==> config.mk <==
export PLATFORM = sky130hd
export DESIGN_NAME = cache_line_buffer_flat
export DESIGN_NICKNAME = d
export VERILOG_FILES = /design/src/rtl/cache_line_buffer_if.sv /design/src/rtl/cache_line_buffer.sv /design/src/flat_wrapper.sv
export SDC_FILE = /design/constraint.sdc
export NUM_CORES = 1
export LEC_CHECK = 0
export ABC_AREA = 0
export BUFFER_PORTS_ARGS = -buffer_cell sky130_fd_sc_hd__buf_2
export CORE_MARGIN = 2
export CORE_UTILIZATION = 50
export DETAILED_ROUTE_END_ITERATION = 12
export PLACE_DENSITY = 0.74
export SLEW_MARGIN = 20
export SYNTH_ARGS = -nofsm -noshare
export SYNTH_HDL_FRONTEND = slang
export SYNTH_SLANG_ARGS = --single-unit
==> constraint.sdc <==
create_clock -name CLK -period 2.1 [get_ports CLK]
set_input_delay 0.105 -clock CLK [delete_from_list [all_inputs] [get_ports CLK]]
set_output_delay 0.105 -clock CLK [all_outputs]
set_load 0.02 [all_outputs]
==> src/rtl/cache_line_buffer_if.sv <==
`default_nettype none
// ============================================================================
// Module   : cache_line_buffer_if
// Purpose  : Bundles the cache line buffer's request, fill, drain and status
//            signals. The DUT connects through the slave modport and the
//            requester/bus side through the master modport.
// Signals  : offset/rd_en/rd_data/rd_valid  - word read port
//            wr_en/wr_data                   - word write port
//            fill_start/mem_data/mem_valid/mem_ready   - line fill
//            drain_start/wb_data/wb_valid/wb_ready     - write-back drain
//            busy/dirty/done                 - status
// Revision : 1.0 - initial release
// ============================================================================
interface cache_line_buffer_if #(
  parameter int WORD_W = 8,
  parameter int WORDS  = 4
);
  localparam int OFFSET_W = $clog2(WORDS);

  logic [OFFSET_W-1:0] offset;
  logic                rd_en;
  logic [WORD_W-1:0]   rd_data;
  logic                rd_valid;
  logic                wr_en;
  logic [WORD_W-1:0]   wr_data;
  logic                fill_start;
  logic [WORD_W-1:0]   mem_data;
  logic                mem_valid;
  logic                mem_ready;
  logic                drain_start;
  logic [WORD_W-1:0]   wb_data;
  logic                wb_valid;
  logic                wb_ready;
  logic                busy;
  logic                dirty;
  logic                done;

  modport slave (
    input  offset, rd_en, wr_en, wr_data, fill_start, mem_data, mem_valid,
           drain_start, wb_ready,
    output rd_data, rd_valid, mem_ready, wb_data, wb_valid, busy, dirty, done
  );

  modport master (
    output offset, rd_en, wr_en, wr_data, fill_start, mem_data, mem_valid,
           drain_start, wb_ready,
    input  rd_data, rd_valid, mem_ready, wb_data, wb_valid, busy, dirty, done
  );
endinterface
`default_nettype wire

==> src/rtl/cache_line_buffer.sv <==
`default_nettype none
// ============================================================================
// Module   : cache_line_buffer
// Purpose  : One cache line of WORDS x WORD_W words. Supports single-word
//            read/write while idle, a line fill from memory (FILL) and a
//            write-back drain (DRAIN), with dirty tracking.
// Ports    : CLK   - clock, rising edge
//            RESET - synchronous active-high reset
//            bus   - cache_line_buffer_if.slave (read/write, fill, drain,
//                    status signals)
// Config   : LINE_BUF_CRIT_FWD_EN - when defined, reads are also serviced
//            during FILL (critical-word forwarding) and DRAIN.
// Revision : 1.0 - initial release
// ============================================================================
module cache_line_buffer #(
  parameter int WORD_W = 8,
  parameter int WORDS  = 4
) (
  input  wire logic           CLK,
  input  wire logic           RESET,
  cache_line_buffer_if.slave  bus
);
  localparam int                  OFFSET_W = $clog2(WORDS);
  localparam logic [OFFSET_W-1:0] C_LAST   = OFFSET_W'(WORDS - 1);

  typedef enum logic [1:0] {
    IDLE  = 2'd0,
    FILL  = 2'd1,
    DRAIN = 2'd2
  } state_t;

  state_t              state_q, state_d;
  logic [OFFSET_W-1:0] beat_q, beat_d;
  logic [WORD_W-1:0]   line_q [WORDS];
  logic [WORD_W-1:0]   line_d [WORDS];
  logic                dirty_q, dirty_d;
  logic [WORD_W-1:0]   rd_data_q, rd_data_d;
  logic                rd_valid_q, rd_valid_d;
  logic                done_q, done_d;
`ifdef LINE_BUF_CRIT_FWD_EN
  logic                pend_valid_q, pend_valid_d;
  logic [OFFSET_W-1:0] pend_off_q, pend_off_d;
`endif

  always_comb begin
    state_d    = state_q;
    beat_d     = beat_q;
    line_d     = line_q;
    dirty_d    = dirty_q;
    rd_data_d  = rd_data_q;
    rd_valid_d = 1'b0;
    done_d     = 1'b0;
`ifdef LINE_BUF_CRIT_FWD_EN
    pend_valid_d = pend_valid_q;
    pend_off_d   = pend_off_q;
`endif

    case (state_q)
      IDLE: begin
        if (bus.fill_start) begin
          state_d = FILL;
          beat_d  = '0;
`ifdef LINE_BUF_CRIT_FWD_EN
          pend_valid_d = 1'b0;
`endif
        end else if (bus.drain_start) begin
          state_d = DRAIN;
          beat_d  = '0;
        end else begin
          // Read samples line_q, so a same-offset write returns the old word.
          if (bus.rd_en) begin
            rd_data_d  = line_q[bus.offset];
            rd_valid_d = 1'b1;
          end
          if (bus.wr_en) begin
            line_d[bus.offset] = bus.wr_data;
            dirty_d            = 1'b1;
          end
        end
      end

      FILL: begin
`ifdef LINE_BUF_CRIT_FWD_EN
        // Serve an outstanding request as its word arrives.
        if (pend_valid_q && bus.mem_valid && (pend_off_q == beat_q)) begin
          rd_data_d    = bus.mem_data;
          rd_valid_d   = 1'b1;
          pend_valid_d = 1'b0;
        end
        // A new request replaces any pending one. Words below beat_q are
        // already in the line; the word at beat_q may be landing right now.
        if (bus.rd_en) begin
          if (bus.offset < beat_q) begin
            rd_data_d    = line_q[bus.offset];
            rd_valid_d   = 1'b1;
            pend_valid_d = 1'b0;
          end else if (bus.mem_valid && (bus.offset == beat_q)) begin
            rd_data_d    = bus.mem_data;
            rd_valid_d   = 1'b1;
            pend_valid_d = 1'b0;
          end else begin
            rd_valid_d   = 1'b0;
            pend_valid_d = 1'b1;
            pend_off_d   = bus.offset;
          end
        end
`endif
        if (bus.mem_valid) begin
          line_d[beat_q] = bus.mem_data;
          beat_d         = beat_q + 1'b1;
          if (beat_q == C_LAST) begin
            state_d = IDLE;
            dirty_d = 1'b0;
            done_d  = 1'b1;
          end
        end
      end

      DRAIN: begin
`ifdef LINE_BUF_CRIT_FWD_EN
        if (bus.rd_en) begin
          rd_data_d  = line_q[bus.offset];
          rd_valid_d = 1'b1;
        end
`endif
        if (bus.wb_ready) begin
          beat_d = beat_q + 1'b1;
          if (beat_q == C_LAST) begin
            state_d = IDLE;
            dirty_d = 1'b0;
            done_d  = 1'b1;
          end
        end
      end

      default: begin
        state_d = IDLE;
        beat_d  = '0;
      end
    endcase
  end

  always_ff @(posedge CLK) begin
    if (RESET) begin
      state_q    <= IDLE;
      beat_q     <= '0;
      dirty_q    <= 1'b0;
      rd_data_q  <= '0;
      rd_valid_q <= 1'b0;
      done_q     <= 1'b0;
      for (int i = 0; i < WORDS; i++) line_q[i] <= '0;
`ifdef LINE_BUF_CRIT_FWD_EN
      pend_valid_q <= 1'b0;
      pend_off_q   <= '0;
`endif
    end else begin
      state_q    <= state_d;
      beat_q     <= beat_d;
      dirty_q    <= dirty_d;
      rd_data_q  <= rd_data_d;
      rd_valid_q <= rd_valid_d;
      done_q     <= done_d;
      for (int i = 0; i < WORDS; i++) line_q[i] <= line_d[i];
`ifdef LINE_BUF_CRIT_FWD_EN
      pend_valid_q <= pend_valid_d;
      pend_off_q   <= pend_off_d;
`endif
    end
  end

  assign bus.rd_data   = rd_data_q;
  assign bus.rd_valid  = rd_valid_q;
  assign bus.mem_ready = (state_q == FILL);
  assign bus.wb_valid  = (state_q == DRAIN);
  // Drain data comes straight from the line, so it holds while stalled.
  assign bus.wb_data   = line_q[beat_q];
  assign bus.busy      = (state_q != IDLE);
  assign bus.dirty     = dirty_q;
  assign bus.done      = done_q;
endmodule
`default_nettype wire

==> src/flat_wrapper.sv <==
// flat-port wrapper written by rule: the top's interface ports become plain ports
module cache_line_buffer_flat 
#(
  parameter int WORD_W = 8,
  parameter int WORDS  = 4
)
  (CLK, RESET, bus_offset, bus_rd_en, bus_wr_en, bus_wr_data, bus_fill_start, bus_mem_data, bus_mem_valid, bus_drain_start, bus_wb_ready, bus_rd_data, bus_rd_valid, bus_mem_ready, bus_wb_data, bus_wb_valid, bus_busy, bus_dirty, bus_done);
  cache_line_buffer_if #(.WORD_W(WORD_W), .WORDS(WORDS)) bus_i ();
  input  wire logic CLK;
  input  wire logic RESET;
  input wire logic [$bits(bus_i.offset)-1:0] bus_offset;
  input wire logic [$bits(bus_i.rd_en)-1:0] bus_rd_en;
  input wire logic [$bits(bus_i.wr_en)-1:0] bus_wr_en;
  input wire logic [$bits(bus_i.wr_data)-1:0] bus_wr_data;
  input wire logic [$bits(bus_i.fill_start)-1:0] bus_fill_start;
  input wire logic [$bits(bus_i.mem_data)-1:0] bus_mem_data;
  input wire logic [$bits(bus_i.mem_valid)-1:0] bus_mem_valid;
  input wire logic [$bits(bus_i.drain_start)-1:0] bus_drain_start;
  input wire logic [$bits(bus_i.wb_ready)-1:0] bus_wb_ready;
  output wire logic [$bits(bus_i.rd_data)-1:0] bus_rd_data;
  output wire logic [$bits(bus_i.rd_valid)-1:0] bus_rd_valid;
  output wire logic [$bits(bus_i.mem_ready)-1:0] bus_mem_ready;
  output wire logic [$bits(bus_i.wb_data)-1:0] bus_wb_data;
  output wire logic [$bits(bus_i.wb_valid)-1:0] bus_wb_valid;
  output wire logic [$bits(bus_i.busy)-1:0] bus_busy;
  output wire logic [$bits(bus_i.dirty)-1:0] bus_dirty;
  output wire logic [$bits(bus_i.done)-1:0] bus_done;
  assign bus_i.offset = bus_offset;
  assign bus_i.rd_en = bus_rd_en;
  assign bus_i.wr_en = bus_wr_en;
  assign bus_i.wr_data = bus_wr_data;
  assign bus_i.fill_start = bus_fill_start;
  assign bus_i.mem_data = bus_mem_data;
  assign bus_i.mem_valid = bus_mem_valid;
  assign bus_i.drain_start = bus_drain_start;
  assign bus_i.wb_ready = bus_wb_ready;
  assign bus_rd_data = bus_i.rd_data;
  assign bus_rd_valid = bus_i.rd_valid;
  assign bus_mem_ready = bus_i.mem_ready;
  assign bus_wb_data = bus_i.wb_data;
  assign bus_wb_valid = bus_i.wb_valid;
  assign bus_busy = bus_i.busy;
  assign bus_dirty = bus_i.dirty;
  assign bus_done = bus_i.done;
  cache_line_buffer #(.WORD_W(WORD_W), .WORDS(WORDS)) u_core (.CLK(CLK), .RESET(RESET), .bus(bus_i));
endmodule
==> key figures, run 1 <==
Global routing
  • Gr usage total: 24.7%
  • Initial antenna violation count: 0
  • Grt total ovfl: 0
  • Largest net degree at the start of global routing: 33
  • First-pass GRT wire length: 11500 µm
  • Vias in the first global route: 2246

Logic synthesis
  • YS warnings: 0
  • Share of the synthesized area in the top cell type: between 30% and 40%
  • Synth Cell Area: 2660 µm²
  • Distinct cells, synth: 31
  • Cells after synthesis: approximately 260
  • Area leader, netlist: dfxtp_1
  • #FFs+latches synth: 47
  • Synth top area cells: dfxtp_1, mux4_2, a22oi_1
  • Mean Syn Cell Area: 10.1 µm²
  • Syn_nets: 298
  • Seq/Total Area, Yosys: between 30% and 40%

STA
  • Setup ws final: 0.0595 ns
  • Final min period: 2.04 ns
  • Worst Tran Pin Value: roughly 0.6 ns
  • Final Skew: 0.00430 ns
  • Period utilization: 97.2%
  • Max Fclk: 490 MHz
  • Slew Viols, Final: 0
  • Final hold violations: 0
  • Final hold slack: 0.0931 ns
  • Worst slew margin: 60.0%
  • Final setup vio count: 0

Drt
  • Drt initial violations: about 240
  • ANT nets after route: 0
  • Routed WL: 7380 µm
  • Via count: roughly 2.4k
  • Via/cell ratio: 6.12
  • TritonRoute pass-1 iters: 5
  • Max layer used: met4
  • Metal2 WL: 3570 µm
  • # DRC: 0
  • M1 WL: 3310 µm
  • WL/cell: between 15 and 20 µm
  • DR WL met3: around 380 µm

Clock network
  • CTS tree: yes
  • H-Tree Depth: 2
  • CTS Buffer Depth: 2
  • Worst-path clk slew: 0.09 ns
  • Root Buffer: clkbuf_8
  • Clock sinks: 47
  • Later-pin clock latency in the skew report: 0.30 ns
  • CTS Buf Count: 5
  • # hold bufs at CTS: 0

Worst setup path
  • CP Capture Type: flip-flop
  • Req. time, crit path: ~2.3 ns
  • CP startpoint kind: flip-flop
  • Critical path type: flip-flop to flip-flop
  • Critical path arrival: roughly 2.3 ns
  • Worst Path Max Fanout: 6

Job
  • Max Cap Viol: 0

Pwr
  • Power Density: 925 nW/µm²
  • Clock group share of total power: a little under a fifth
  • Total power: 3.00 mW
  • Cell-internal power: 1.83 mW
  • Switching fraction of total power: 38.9%
  • Combinational Power Share: 42.9%
  • Psw: 1.17 mW
  • Reg power frac: a little under two fifths
  • VDD IR-drop max: 0.532 mV
  • Lkg Pwr: 1.20 nW

Layout
  • ANT cells: 0
  • Layout area overhead: 21.9%
  • Design area: 3250 µm²
  • Final core occ: 63.2%
  • Layout cell share with drive strength beyond 1: 37.0%
  • Fin nets: around 360

Outcome
  • Outcome: finished clean

Floorplan
  • FP Rows: 26
  • Core area: about 5100 µm²
  • Die area: 5930 µm²
  • I/O pin count: 48
  • Die height: 77.0 µm
  • Initial Utilization: 51.8%
  • Width of the die: 77.0 µm

Placed design
  • IO Port Bufs: 47
  • DP HPWL: roughly 4900 µm
  • DP Area: 3070 µm²
  • Place WS: -0.0292 ns
  • Placer Congestion: roughly 0.87

Min path
  • Hold Crit Class: input port to flip-flop
routing by layer:
metal | vias up | GRT usage (%)
met5 | - | 0
met2 | 84 | 41.0
li1 | 1123 | -
met4 | 0 | 7.14
met3 | 14 | 2.71
met1 | 1178 | 34.2
cell type report:
type                    count  area [µm²]
flip-flops and latches     47         946
inverters                   5        23.8
repair buffers             74         443
well taps                  70        87.6
clock buffers               5        68.8
multi-input cells         188        1660
clock inverters             3        18.8
fillers                   447        1890
stage by stage:
step,TNS [ns],instances
after global routing,-0.000798,392
after floorplan,0,263
after CTS,0,388
after detailed placement,-0.0926,378
final,0,392
after global placement,0,378
synth_stat cells, drive strengths merged:
master   instances
nor2b           14
nand2            6
clkbuf          11
or4b             1
nand2b           2
nand3            3
o21a             1
and2b            1
nand4b           1
a22oi           32
nor3b            1
a21oi            4
mux2i            2
a311oi           1
nor3             5
o31ai            1
a22o             8
dfxtp           47
nand4bb          2
buf             12
nor2            36
ha               9
and2             5
inv              5
a2111oi          4
mux4            16
a211oi          32
nor4             1
worst max-delay path, cell delays in order (launching register included):
cell and delay, ns:
dfxtp_2 0.36, inv_4 0.05, ha_4 0.15, or4b_4 0.49, a2111oi_4 0.45, buf_4 0.24
nor2_1 0.06, a211oi_2 0.17
power groups by stage:
| stage | Combinational [mW] | Sequential [mW] | Clock [mW] |
|---|---|---|---|
| 5_1_grt | 1.39 | 1.17 | 0.607 |
| 6_report | 1.29 | 1.15 | 0.563 |
| 2_1_floorplan | 0.887 | 1.14 | 0 |
| 4_1_cts | 1.21 | 1.14 | 0.570 |
| 3_5_place_dp | 1.20 | 1.16 | 0 |
| 3_3_place_gp | 1.18 | 1.15 | 0 |
what timing repair did:
item / in CTS / in global routing
pin swaps: 1 / 11
endpoints found under the setup margin: 25 / 32
gates resized for setup: 2 / 15
gates cloned: 1 / 1
buffers inserted: 1 / 3
layout by cell type, fill, tap and decap left out, drive strengths merged, types with 4 or more instances in the layout:
master / n
a21oi: 4
a22oi: 32
buf: 74
mux4: 16
nor2: 36
nor3: 5
inv: 6
a211oi: 32
a22o: 8
a2111oi: 4
and2: 5
ha: 9
dfxtp: 47
nand2: 6
nor2b: 14
clkbuf: 5
registers in the layout (all words and copies together) (netlist names):
signal	cells
u_core.beat_q	2
u_core.bus.rd_data	8
u_core.bus.done	1
u_core.bus.rd_valid	1
u_core.bus.dirty	1
u_core.state_q	2
u_core.line_q	32
final timing paths:
kind | startpoint | to | slack (ns) | depth (start not counted)
min reg2reg | u_core.bus.rd_data[2] | u_core.bus.rd_data[2] | 0.48 | 1
min | bus_fill_start | u_core.state_q[0] | 0.09 | 3
max | u_core.state_q[1] | u_core.line_q[29] | 0.06 | 7
max reg2reg | u_core.state_q[1] | u_core.line_q[29] | 0.06 | 7
logic make-up (layout without fill, tap and decap cells):
family,count (synthesis),in the layout,synth area share [%]
adders and majority gates,9,9,4.23
DFF,47,47,35.3
buffers and inverters,28,87,4.51
and+or+nand+nor,78,78,14.8
AOI/OAI and AO/OA,83,83,26.8
muxes,18,18,14.3
No activity file was read; power rests on OpenSTA's default activity.
==> inputs of run 2 (changes only) <==
--- a/config.mk
+++ b/config.mk
@@ -5,12 +5,12 @@
 export SDC_FILE = /design/constraint.sdc
 export NUM_CORES = 1
 export LEC_CHECK = 0
-export ABC_AREA = 0
+export ABC_AREA = 1
 export BUFFER_PORTS_ARGS = -buffer_cell sky130_fd_sc_hd__buf_2
 export CORE_MARGIN = 2
-export CORE_UTILIZATION = 50
+export CORE_UTILIZATION = 52
 export DETAILED_ROUTE_END_ITERATION = 12
-export PLACE_DENSITY = 0.74
+export PLACE_DENSITY = 0.75
 export SLEW_MARGIN = 20
 export SYNTH_ARGS = -nofsm -noshare
 export SYNTH_HDL_FRONTEND = slang
==> constraint.sdc (replaced) <==
create_clock -name CLK -period 2.1 [get_ports CLK]
set_input_delay 0.105 -clock CLK [delete_from_list [all_inputs] [get_ports CLK]]
set_output_delay 0.105 -clock CLK [all_outputs]
set_load 0.01 [all_outputs]
==> run 2 against run 1 <==
- register-to-register slack improved by 0.11 ns
- utilization is 2.9 points lower
- global-route usage increased by 1.9 points
- wire length up 16%
- synthesized cell count is 95% higher
- critical endpoint is now u_core.line_q[19]
- total power grew 35%
- sequential power rose by 4%
- highest routed layer unchanged
==> key figures, run 2 <==
Outcome
  • Outcome: finished clean

Worst setup path
  • FF-to-FF setup slack: 0.17 ns
  • Worst R2R Start: u_core.state_q[1]
  • Critical path arrival: 2.14 ns
  • Capturing point of the worst reg2reg path: u_core.line_q[19]
  • Req. time, crit path: 2.31 ns
  • CP startpoint kind: flip-flop
  • CP Capture Type: flip-flop
  • Critical path type: flip-flop to flip-flop
  • Worst Path Max Fanout: 16
  • R2R depth: 7

Clock network
  • CTS tree: yes
  • H-Tree Depth: 2
  • Root Buffer: clkbuf_8
  • Setup bufs post-CTS: 0
  • Later-pin clock latency in the skew report: 0.31 ns
  • CTS Buffer Depth: 2
  • Clock sinks: 47
  • CTS Buf Count: 5
  • Worst-path clk slew: 0.10 ns

Logic synthesis
  • Primary FF master, synth: dfxtp_1
  • Area leader, netlist: dfxtp_1
  • Mean Syn Cell Area: 6.17 µm²
  • Distinct cells, synth: 27
  • Asr flop ratio synth: 0%
  • Syn_nets: 547
  • Number of synthesized flops with an enable pin: 0
  • Cells after synthesis: 512
  • Synth top area cells: dfxtp_1, nor2_1, nand2_1
  • Most numerous cell in the Yosys netlist: nor2_1
  • Share of the synthesized area in the top cell type: between 20 and 30%
  • Synth Cell Area: 3160 µm²
  • Commonest cells in the netlist: nor2_1, nand2_1, a21oi_1, dfxtp_1, inv_1
  • YS warnings: 0
  • #FFs+latches synth: 47
  • Seq/Total Area, Yosys: 29.8%

Layout
  • Max reg flops: 32
  • Final core occ: between 60% and 70%
  • Layout area overhead: 12.2%
  • Layout fillers: 565
  • Layout cell share with drive strength beyond 1: 17.1%
  • Largest register by flop count: u_core.line_q
  • Fin nets: slightly below 600
  • Most common cell after layout, fill and taps aside: nor2_1
  • ANT cells: 0
  • Most frequent cells in the layout: nor2_1, nand2_1, a21oi_1

Min path
  • Hold Path Stages: 3
  • Min-Delay Endpoint: u_core.bus.rd_valid
  • Hold Crit Class: input port to flip-flop
  • Worst hold start: bus_rd_en

STA
  • Period utilization: around 92%
  • Setup TNS: 0 ns
  • Worst slew margin: 58.5%
  • Final min period: between 1.5 and 2 ns
  • Unrepaired setup endpoints after global routing: no
  • Slew Viols, Final: 0
  • Max Fclk: 518 MHz
  • Worst Tran Pin Value: 0.621 ns
  • Final hold violations: 0
  • Final setup vio count: 0
  • Final Skew: 0.00300 ns

Drt
  • # DRC: 0
  • Drt initial violations: 228
  • Routed WL: roughly 8600 µm
  • WL/cell: around 14 µm
  • Via count: 3348
  • Via/cell ratio: 5.31
  • ANT nets after route: 0
  • TritonRoute pass-1 iters: 5

Floorplan
  • Width of the die: between 80 and 90 µm
  • FP Rows: 28
  • Core area: 5890 µm²
  • I/O pin count: 48
  • Die area: 6710 µm²
  • Die height: 81.9 µm
  • Initial Utilization: 53.7%

Global routing
  • First-pass GRT wire length: between 10000 and 15000 µm
  • Vias in the first global route: 2803
  • Initial antenna violation count: 0
  • Grt total ovfl: 0
  • Largest net degree at the start of global routing: 42
  • Gr usage total: between 20% and 30%

Placed design
  • Placer Congestion: 0.902
  • IO Port Bufs: 47
  • DP HPWL: 6320 µm

Pwr
  • VDD IR-drop max: 0.531 mV
  • Lkg Pwr: 1.68 nW
  • Power Density: around 1100 nW/µm²

Job
  • Max Cap Viol: 0
run 2: changes by cell type after synthesis, moves of 14 or more:
cell / delta
mux4_2: -16
o21ai_0: +18
inv_1: +41
a21oi_1: +47
nor2b_1: -14
nand3_1: +39
nor2_1: +119
a211oi_1: -30
a22oi_1: -32
nand2_1: +68
run 2: logic make-up (layout without fill, tap and decap cells):
group,count (synthesis),count (layout),synth area share [%]
buffers and inverters,73,116,10.4
and+or+nand+nor,294,294,39.8
AOI/OAI and AO/OA,89,89,16.4
DFF,47,47,29.8
adders and majority gates,9,9,3.56
run 2: power by group:
group | total (mW) | internal, mW | switching [mW] | leakage [nW]
registers | 1.20 | 1.06 | 0.149 | 0.382
logic | 2.25 | 0.792 | 1.46 | 1.25
clock network | 0.599 | 0.247 | 0.352 | 0.0467
run 2: what timing repair did:
| action | CTS | global route |
|---|---|---|
| setup endpoints to repair | 0 | 1 |
| hold buffers | 0 | 0 |
| gates resized for setup | 0 | 1 |
run 2: area by class of cell:
class                           count  area [µm²]  area share [%]
Clock buffer                        5        68.8            1.94
Clock inverter                      3        27.5           0.777
Inverter                           50         188            5.29
Multi-Input combinational cell    392        1900            53.5
Sequential cell                    47         941            26.5
Tap cell                           75        93.8            2.65
Timing Repair Buffer               58         330            9.32
run 2: worst max-delay path by stage:
stage	from	end
3_3_place_gp	u_core.state_q[1]	u_core.line_q[27]
3_5_place_dp	u_core.state_q[1]	u_core.line_q[29]
2_1_floorplan	u_core.beat_q[0]	u_core.line_q[10]
4_1_cts	u_core.state_q[1]	u_core.line_q[19]
6_report	u_core.state_q[1]	u_core.line_q[19]
5_1_grt	u_core.state_q[1]	u_core.line_q[19]
run 2: critical path, stage by stage, from the launching register on:
cell and delay [ns]:
dfxtp_1 0.39, inv_1 0.10, ha_1 0.27, buf_4 0.21, o21ai_4 0.52, nand3_1 0.17, nand2_1 0.11, nor2_1 0.05
run 2: layer usage:
layer,wire (µm),vias up,global-route usage [%]
met1,4200,1482,39.8
li1,-,1714,-
met4,118,0,7.50
met3,666,11,4.29
met5,0,-,0
met2,3590,141,38.9
run 2: per-stage QoR:
| stage | hold WS, ns | cell area [µm²] | power [mW] | worst slack (ns) | cells |
|---|---|---|---|---|---|
| 3_5_place_dp | 0.377 | 3440 | 3.42 | 0.211 | 622 |
| 6_report | 0.0474 | 3540 | 4.05 | 0.171 | 630 |
| 2_1_floorplan | 0.263 | 3160 | 2.85 | 0.245 | 512 |
| 4_1_cts | 0.0485 | 3540 | 4.01 | 0.191 | 630 |
| 3_3_place_gp | 0.376 | 3440 | 3.37 | 0.277 | 622 |
| 5_1_grt | 0.0779 | 3540 | 4.35 | 0.0594 | 630 |
